[src/rtl/laser_manager.sv]
// Laser shot pool: spawns shots on accepted fire presses, moves them up each frame,
// and retires them at the screen top, on a collision clear, or outside the playing state.
module laser_manager #(
  parameter int N_SLOTS  = 4,
  parameter int SPAWN_V  = 440,
  parameter int H_OFFSET = 12,
  parameter int TOP_V    = 8,
  parameter int SPEED    = 6,
  parameter int COOLDOWN = 10
) (
  input  logic                  clk,
  input  logic                  rst_n,
  input  logic [1:0]            state,
  input  logic                  frame_tick,
  input  logic [9:0]            plane_h,
  input  logic                  laser_attack,
  input  logic [N_SLOTS-1:0]    hit_clear,
  output logic [N_SLOTS-1:0]    laser_valid,
  output logic [10*N_SLOTS-1:0] laser_h,
  output logic [10*N_SLOTS-1:0] laser_v,
  output logic                  fire_pulse
);

  localparam logic [9:0] SPAWN_V_L  = 10'(SPAWN_V);
  localparam logic [9:0] H_OFFSET_L = 10'(H_OFFSET);
  localparam logic [9:0] SPEED_L    = 10'(SPEED);
  // A shot below this row cannot take a full step without crossing TOP_V.
  localparam logic [9:0] RETIRE_V   = 10'(TOP_V + SPEED);
  localparam logic [7:0] COOLDOWN_L = 8'(COOLDOWN);

  typedef enum logic {IDLE, ACTIVE} slot_state_e;

  slot_state_e slot_q [N_SLOTS];
  slot_state_e slot_d [N_SLOTS];
  logic [9:0]  h_q    [N_SLOTS];
  logic [9:0]  h_d    [N_SLOTS];
  logic [9:0]  v_q    [N_SLOTS];
  logic [9:0]  v_d    [N_SLOTS];
  logic [7:0]  cool_q, cool_d;
  logic        attack_q;
  logic        fire_q;

  logic               playing;
  logic               fire_req;
  logic               spawn;
  logic [N_SLOTS-1:0] free;
  logic [N_SLOTS-1:0] target_oh;

  always_comb begin
    // NOTE: every combinational output gets a default first so no path infers a latch.
    playing  = (state == 2'd1);
    fire_req = laser_attack & ~attack_q;
    for (int i = 0; i < N_SLOTS; i++) begin
      free[i] = (slot_q[i] == IDLE);
    end
    // Isolate the lowest set bit: lowest-index idle slot, sampled before any clear.
    target_oh = free & (~free + 1'b1);
    spawn     = playing & fire_req & (cool_q == 8'd0) & (|free);

    cool_d = cool_q;
    for (int i = 0; i < N_SLOTS; i++) begin
      slot_d[i] = slot_q[i];
      h_d[i]    = h_q[i];
      v_d[i]    = v_q[i];
    end

    if (!playing) begin
      for (int i = 0; i < N_SLOTS; i++) slot_d[i] = IDLE;
      cool_d = 8'd0;
    end else begin
      for (int i = 0; i < N_SLOTS; i++) begin
        if (slot_q[i] == ACTIVE) begin
          if (hit_clear[i]) begin
            slot_d[i] = IDLE;
          end else if (frame_tick) begin
            if (v_q[i] < RETIRE_V) slot_d[i] = IDLE;
            else                   v_d[i] = v_q[i] - SPEED_L;
          end
        end else if (spawn && target_oh[i]) begin
          slot_d[i] = ACTIVE;
          h_d[i]    = plane_h + H_OFFSET_L;
          v_d[i]    = SPAWN_V_L;
        end
      end
      if (spawn)                            cool_d = COOLDOWN_L;
      else if (frame_tick && cool_q != 8'd0) cool_d = cool_q - 8'd1;
    end
  end

  always_ff @(posedge clk or negedge rst_n) begin
    if (!rst_n) begin
      // NOTE: the slot arrays are flops, not RAM, and must all clear on reset.
      for (int i = 0; i < N_SLOTS; i++) begin
        slot_q[i] <= IDLE;
        h_q[i]    <= '0;
        v_q[i]    <= '0;
      end
      cool_q   <= '0;
      attack_q <= 1'b0;
      fire_q   <= 1'b0;
    end else begin
      // NOTE: non-blocking assignments so every flop samples pre-edge values.
      for (int i = 0; i < N_SLOTS; i++) begin
        slot_q[i] <= slot_d[i];
        h_q[i]    <= h_d[i];
        v_q[i]    <= v_d[i];
      end
      cool_q   <= cool_d;
      attack_q <= laser_attack;
      fire_q   <= spawn;
    end
  end

  always_comb begin
    for (int i = 0; i < N_SLOTS; i++) begin
      laser_valid[i]     = (slot_q[i] == ACTIVE);
      laser_h[10*i +: 10] = h_q[i];
      laser_v[10*i +: 10] = v_q[i];
    end
    fire_pulse = fire_q;
  end

endmodule

[config.mk]
export PLATFORM = sky130hd
export DESIGN_NAME = laser_manager
export DESIGN_NICKNAME = d
export VERILOG_FILES = /design/src/rtl/laser_manager.sv
export SDC_FILE = /design/constraint.sdc
export NUM_CORES = 1
export LEC_CHECK = 0
export BUFFER_PORTS_ARGS = -buffer_cell sky130_fd_sc_hd__buf_4
export CAP_MARGIN = 40
export CORE_MARGIN = 2
export CORE_UTILIZATION = 48
export CTS_CLUSTER_SIZE = 20
export DETAILED_ROUTE_END_ITERATION = 6
export PLACE_DENSITY = 0.76
export SLEW_MARGIN = 20
export SYNTH_ARGS = -nofsm -noshare
export SYNTH_HDL_FRONTEND = slang
export SYNTH_SLANG_ARGS = --single-unit
[constraint.sdc]
create_clock -name clk -period 2 [get_ports clk]
set_input_delay 0.3 -clock clk [delete_from_list [all_inputs] [get_ports clk]]
set_output_delay 0.3 -clock clk [all_outputs]
set_load 0.05 [all_outputs]
==> metrics, run 1 <==
CP Cell Sequence=or4_4 -> or4_4 -> buf_6 -> nor3_4 -> buf_6 -> nor2_4 -> a21oi_2; final setup violation count=18; Syn Area/Cell=9.573 um2; Final period util=107.3%; FMAX=465.9 MHz; Finished Cell Area=0.006093 mm2; clock sinks=90; Worst Path Required=2.28 ns; layout cells sized above 1=36.74%; grt met3 use=3.795%; num ports=105; maximum fanout along the worst path=6; CTS tree=done; Placed Area=0.005489 mm2; Yosys cell types=61; asr flop ratio synth=100.0%; # diodes=0; Inserted Clock Buffers=9; crit-path max cell delay=0.54 ns; DR vias=4042; met2 Use GR=36.28%; RSZ-0062 raised after global routing=true; WL/cell=16.50 um; synthesized area=0.004384 mm2; GR peak layer=met2; Area growth syn-to-layout=38.98%; utilization after layout=69.20%; Post-synth EDFFs=0; HPWL Detailed=8086 um; DRC Markers=0; sequential cell area=0.002255 mm2; clock buffer depth=2; WS Path Type=reg -> reg; Core Rows=34; Clock Pin Slew Worst Setup and Hold Paths=0.10 ns; final cell count without fillers=715; status=complete, but fails checks; Fill cells=662; DRT antenna net count=0; max-cap viol count=0; Clk pwr share=25.3%; failing checks=negative setup slack; Synth Flop Type=dfrtp_1; fin crit period=2.146 ns; H-tree depth=3; Sw Pwr=0.001895 W; synthesized flop and latch total=90; met1 GRT Util=31.36%; flop-to-flop setup slack=-0.15 ns; slowest stage cell on the critical path=or4_4; die area=0.009914 mm2; Placed Cells=681; sequential-to-total area share from yosys stat=51.37%; hold path depth=1; Skew-Pair Late Insertion Delay=0.36 ns; CP Launch Type=register; Pins Over Slew Limit=0; 1st-iter DRT viols=213; switching share of total power=36.52%; Tightest Pin Transition=0.6391 ns; GPL Wtd Cong=0.8922; Logic pwr share=33.7%; die width=99.57 um; Hold Crit Class=in -> reg; Gate Count Post-Synth=458; fin worst setup slack=-0.1463 ns; sequential share of power=41.0%; Worst VDD drop=0.4860 mV; via-per-instance ratio=5.653; Slew headroom=57.39%; P per Cell Area=851.7 mW/mm2; Starting Density=49.79%; nets=628; minimum hold slack=0.09878 ns; antenna violations before repair=0; largest net degree at the start of global routing=49; Lkg Pwr=2.916 nW; DRT Pass-1 Iters=4; worst r2r path cells=7; clk root buf=clkbuf_8; vias in the first global route=3667; CP endpoint kind=register; number of failing hold endpoints at the final stage=0; Clock Skew=0.01306 ns; Internal Pwr Total=0.003294 W; area of the multi-input gates=0.002210 mm2; first-pass GRT wire length=17980 um; Port Buf Inserts=100; GRT Util Overall=22.64%; remaining global-route overflow=0; Post-Route WL=11800 um; Pwr Total=0.005190 W; chip height=99.57 um; Synth Warn #=0; critical path arrival=2.43 ns; Core ar.=0.008806 mm2
## sequential cells by signal, indices dropped and copies added, names as in the netlist
register	count
attack_q	1
cool_q	8
fire_pulse	1
laser_h	40
laser_v	36
laser_valid	4
## layout make-up
| cell class | instances | area share [%] |
|---|---|---|
| clock inverters | 6 | 1.191 |
| well taps | 108 | 2.218 |
| flip-flops and latches | 90 | 37.00 |
| repair buffers | 153 | 20.33 |
| inverters | 12 | 0.7392 |
| multi-input cells | 336 | 36.26 |
| clock buffers | 10 | 2.259 |
## cell usage in the layout (no fill, tap or decap), types with 6 or more instances in the layout
| cell type | instances |
|---|---|
| buf_4 | 139 |
| nor3_1 | 20 |
| o21ai_0 | 19 |
| xnor2_1 | 7 |
| o21ai_1 | 13 |
| inv_1 | 11 |
| clkbuf_8 | 10 |
| dfrtp_1 | 88 |
| nand4_1 | 8 |
| nand2b_1 | 8 |
| or3_1 | 7 |
| nor2b_1 | 6 |
| nor3b_1 | 6 |
| buf_6 | 8 |
| nand3_1 | 12 |
| nand2_1 | 67 |
| nor2_1 | 32 |
| xor2_1 | 11 |
| a21oi_1 | 12 |
## path summary, 6_finish.rpt
kind | startpoint | endpoint
worst max-delay path | cool_q[5] | laser_h[25]
worst min-delay path | laser_attack | attack_q
worst max register to register | cool_q[5] | laser_h[25]
worst min register to register | laser_h[17] | laser_h[17]
max in group asynchronous | rst_n | laser_v[15]
min in group asynchronous | rst_n | laser_h[19]
## power groups by stage
stage,registers [W],clock network [W],logic (W)
floorplan,0.00265,0,0.000491
global placement,0.00215,0,0.00153
detailed placement,0.00216,0,0.00155
CTS,0.00213,0.00132,0.00161
global route,0.00215,0.00141,0.00186
finish,0.00213,0.00131,0.00175
## critical path, delay by kind of cell, from the launching register on
family                 cells  cell delay, ns
and+or+nand+nor            4            1.22
DFF                        1            0.38
buffers and inverters      2            0.33
AOI/OAI and AO/OA          1            0.14
## synthesized netlist by cell type (all sizes together), types with 2 or more instances
master / n / area [um2]
dfrtp: 90 / 2252
nand2: 72 / 270.3
nor2: 38 / 142.6
o21ai: 36 / 183.9
nor3: 22 / 115.1
a21oi: 17 / 85.08
clkbuf: 16 / 60.06
inv: 12 / 45.04
nand3: 12 / 60.06
xor2: 11 / 96.34
nand2b: 9 / 56.30
nand4: 8 / 50.05
or3: 8 / 50.05
buf: 7 / 47.55
xnor2: 7 / 61.31
ha: 6 / 75.07
nor2b: 6 / 37.54
nor3b: 6 / 45.04
mux2: 5 / 56.30
nor4: 5 / 37.53
a31oi: 4 / 25.02
and3: 4 / 25.02
nand4b: 4 / 35.03
or4: 4 / 37.53
and4: 3 / 26.28
nand3b: 3 / 22.52
o211ai: 3 / 22.52
o31ai: 3 / 27.52
a211oi: 2 / 15.01
a21boi: 2 / 15.01
a311oi: 2 / 17.52
a41oi: 2 / 17.52
mux2i: 2 / 20.02
nand4bb: 2 / 22.52
nor4b: 2 / 17.52
nor4bb: 2 / 20.02
o221a: 2 / 22.52
o311a: 2 / 20.02
or2: 2 / 12.51
## repair_timing
| item | CTS | global route |
|---|---|---|
| cloned | 1 | 4 |
| setup buffers | 1 | 11 |
| setup endpoints to repair | 40 | 63 |
| hold endpoints to repair | 46 | 0 |
| resized for setup | 22 | 45 |
| hold buffers | 1 | 0 |
| pin swaps | 11 | 13 |
## kinds of logic after synthesis
group	count (synthesis)	share of synthesized area (%)
AND/OR/NAND/NOR	213	24.94
flip-flops	90	51.37
AO/OA/AOI/OAI	88	13.07
buffers and inverters	35	3.482
XOR/XNOR	18	3.596
multiplexers	7	1.741
adder cells (fa/ha/maj)	6	1.712
other	1	0.08553
## per-layer routing
| layer | wire, um | part of all wire (%) | vias to the layer above |
|---|---|---|---|
| met4 | 191 | 1.6 | 0 |
| met1 | 5177 | 44 | 1956 |
| li1 | - | - | 1924 |
| met2 | 5787 | 49 | 142 |
| met3 | 640 | 5.4 | 20 |
| met5 | 0 | 0 | - |
## per-stage QoR
stage               worst slack, ns  TNS, ns
CTS                         -0.1085   -1.110
global placement            -0.1557   -1.965
detailed placement          -0.2328   -3.387
global route                -0.1832   -2.870
floorplan                   -0.2028   -3.038
finish                      -0.1463   -1.077
Note: power is estimated with default switching activity, not from simulation.
==> run 2, diff against run 1 <==
- MAX_ROUTING_LAYER: not set -> met4
==> metrics, run 2 (synthesis results as in run 1) <==
Placed Area=0.005497 mm2 (+0.14%); DRC Markers=0 (unchanged); # diodes=0 (unchanged); Worst VDD drop=0.5341 mV (+9.9%); via-per-instance ratio=5.759 (+1.9%); RSZ-0062 raised after global routing=true; Clock Skew=0.009629 ns (-0.003431 ns); failing checks=negative setup slack; Placed Cells=682 (+0.15%); GPL Wtd Cong=0.9024 (+1.1%); utilization after layout=69.74% (+0.54 points); Crit path max-delay family=simple AND/OR/NAND/NOR gates; chip height=99.57 um (unchanged); GRT Util Overall=24.57% (+1.9 points); maximum fanout along the worst path=6 (unchanged); largest net degree at the start of global routing=44 (-10%); clock sinks=90 (unchanged); sequential share of power=38.4% (-2.6 points); Core ar.=0.008806 mm2 (unchanged); commonest non-fill, non-tap cell in the layout=buf_4; Worst Path Required=2.28 ns (about the same); CP endpoint kind=register; Core Rows=34 (unchanged); Tightest Pin Transition=0.5760 ns (-0.06314 ns); clock buffer depth=2 (unchanged); H-tree depth=3 (unchanged); Sw Pwr=0.001977 W (+4.3%); DR vias=4118 (+1.9%); Finished Cell Area=0.006141 mm2 (+0.78%); crit-path max cell delay=0.56 ns (+0.02 ns); Area growth syn-to-layout=40.07%; Internal Pwr Total=0.003578 W (+8.6%); Lkg Pwr=2.933 nW (+0.57%); Final period util=105.9% (-1.4 points); nets=628 (unchanged); number of failing hold endpoints at the final stage=0 (unchanged); fin crit period=2.118 ns (-0.02854 ns); 1st-iter DRT viols=216 (+1.4%); Post-Route WL=12380 um (+4.9%); final setup violation count=42 (+24); remaining global-route overflow=0 (unchanged); Clock Pin Slew Worst Setup and Hold Paths=0.09 ns (about the same); DRT antenna net count=0 (unchanged); Skew-Pair Late Insertion Delay=0.37 ns (about the same); Clk pwr share=27.7% (+2.4 points); switching share of total power=35.58% (-0.94 points); clk root buf=clkbuf_8; CP Launch Type=register; crit path buf inv count=2 (unchanged); Pwr Total=0.005555 W (+7.0%); die width=99.57 um (unchanged); Hold Crit Class=in -> reg; Pins Over Slew Limit=0 (unchanged); Setup TNS Final=-2.078 ns (-1.001 ns); fin worst setup slack=-0.1177 ns (+0.02854 ns); Inserted Clock Buffers=9 (unchanged); num ports=105 (unchanged); layout cells sized above 1=35.91% (-0.82 points); FMAX=472.2 MHz (+1.3%); Port Buf Inserts=100 (unchanged); HPWL Detailed=8185 um (+1.2%); P per Cell Area=904.6 mW/mm2 (+6.2%); vias in the first global route=3799 (+3.6%); most frequent cells in the layout=buf_4, dfrtp_1, nand2_1; CP Cell Sequence=or4_4 -> or4_4 -> buf_6 -> nor3_4 -> buf_6 -> nor2_2 -> a21oi_1; Starting Density=49.79% (unchanged); antenna violations before repair=0 (unchanged); CTS tree=done; critical path arrival=2.40 ns (-0.03 ns); DRT Pass-1 Iters=4 (unchanged); max FFs per register=40 (unchanged); Logic pwr share=33.8% (about the same); first-pass GRT wire length=18960 um (+5.5%); WL/cell=17.31 um (+4.9%); WS Path Type=reg -> reg; Slew headroom=61.20% (+3.8 points); final cell count without fillers=715 (unchanged); status=complete, but fails checks; max-cap viol count=0 (unchanged); slowest stage cell on the critical path=or4_4; die area=0.009914 mm2 (unchanged)
-- run 2: cell types whose count changed in the layout (fill, tap and decap cells not counted), sizes merged --
cell / previous run / this run
clkbuf: 12 / 10
clkinv: 2 / 0
buf: 150 / 151
bufinv: 1 / 3
clkinvlp: 1 / 2
-- run 2: layer usage --
layer	wire (um)	track usage [%]	share of wire [%]
met1	5347	32.90	43
met2	6112	39.14	49
met3	604	2.670	4.9
met4	315	8.746	2.5
met5	0	-	0
-- run 2: metrics by stage --
step	hold WS, ns	setup WS (ns)
after floorplan	0.004409	-0.2028
after global placement	0.3330	-0.1569
after detailed placement	0.3310	-0.1988
after CTS	0.07667	-0.08078
after global routing	0.08359	-0.1993
final	0.08620	-0.1177
-- run 2: repair_timing --
item | 4_1_cts | 5_1_grt
pin swaps | 14 | 13
buffers inserted | 4 | 8
resized for setup | 25 | 43
endpoints found under the setup margin | 39 | 65
hold endpoints to repair | 41 | 0
cloned | 3 | 2
hold buffers | 1 | 0
-- run 2: cell type report --
| cell class | instances | area (um2) |
|---|---|---|
| Clock buffer | 9 | 123.9 |
| Clock inverter | 7 | 125.1 |
| Fill cell | 655 | 2665 |
| Inverter | 12 | 45.04 |
| Multi-Input combinational cell | 336 | 2228 |
| Sequential cell | 90 | 2255 |
| Tap cell | 108 | 135.1 |
| Timing Repair Buffer | 153 | 1229 |
-- run 2: path summary, 6_finish.rpt --
kind	cells after the start	slack, ns	startpoint	to
max	7	-0.12	cool_q[2]	laser_h[25]
min reg2reg	2	0.49	laser_h[7]	laser_h[7]
min	1	0.09	laser_attack	attack_q
max reg2reg	7	-0.12	cool_q[2]	laser_h[25]
max in group asynchronous	3	0.89	rst_n	laser_h[27]
min in group asynchronous	2	0.47	rst_n	laser_h[36]
-- run 2: power by group through the flow --
stage          combinational (W)  sequential, W  clock [W]
2_1_floorplan           0.000491        0.00265          0
3_3_place_gp             0.00153        0.00215          0
3_5_place_dp             0.00156        0.00216          0
4_1_cts                  0.00165        0.00213    0.00155
5_1_grt                  0.00200        0.00216    0.00162
6_report                 0.00188        0.00214    0.00154
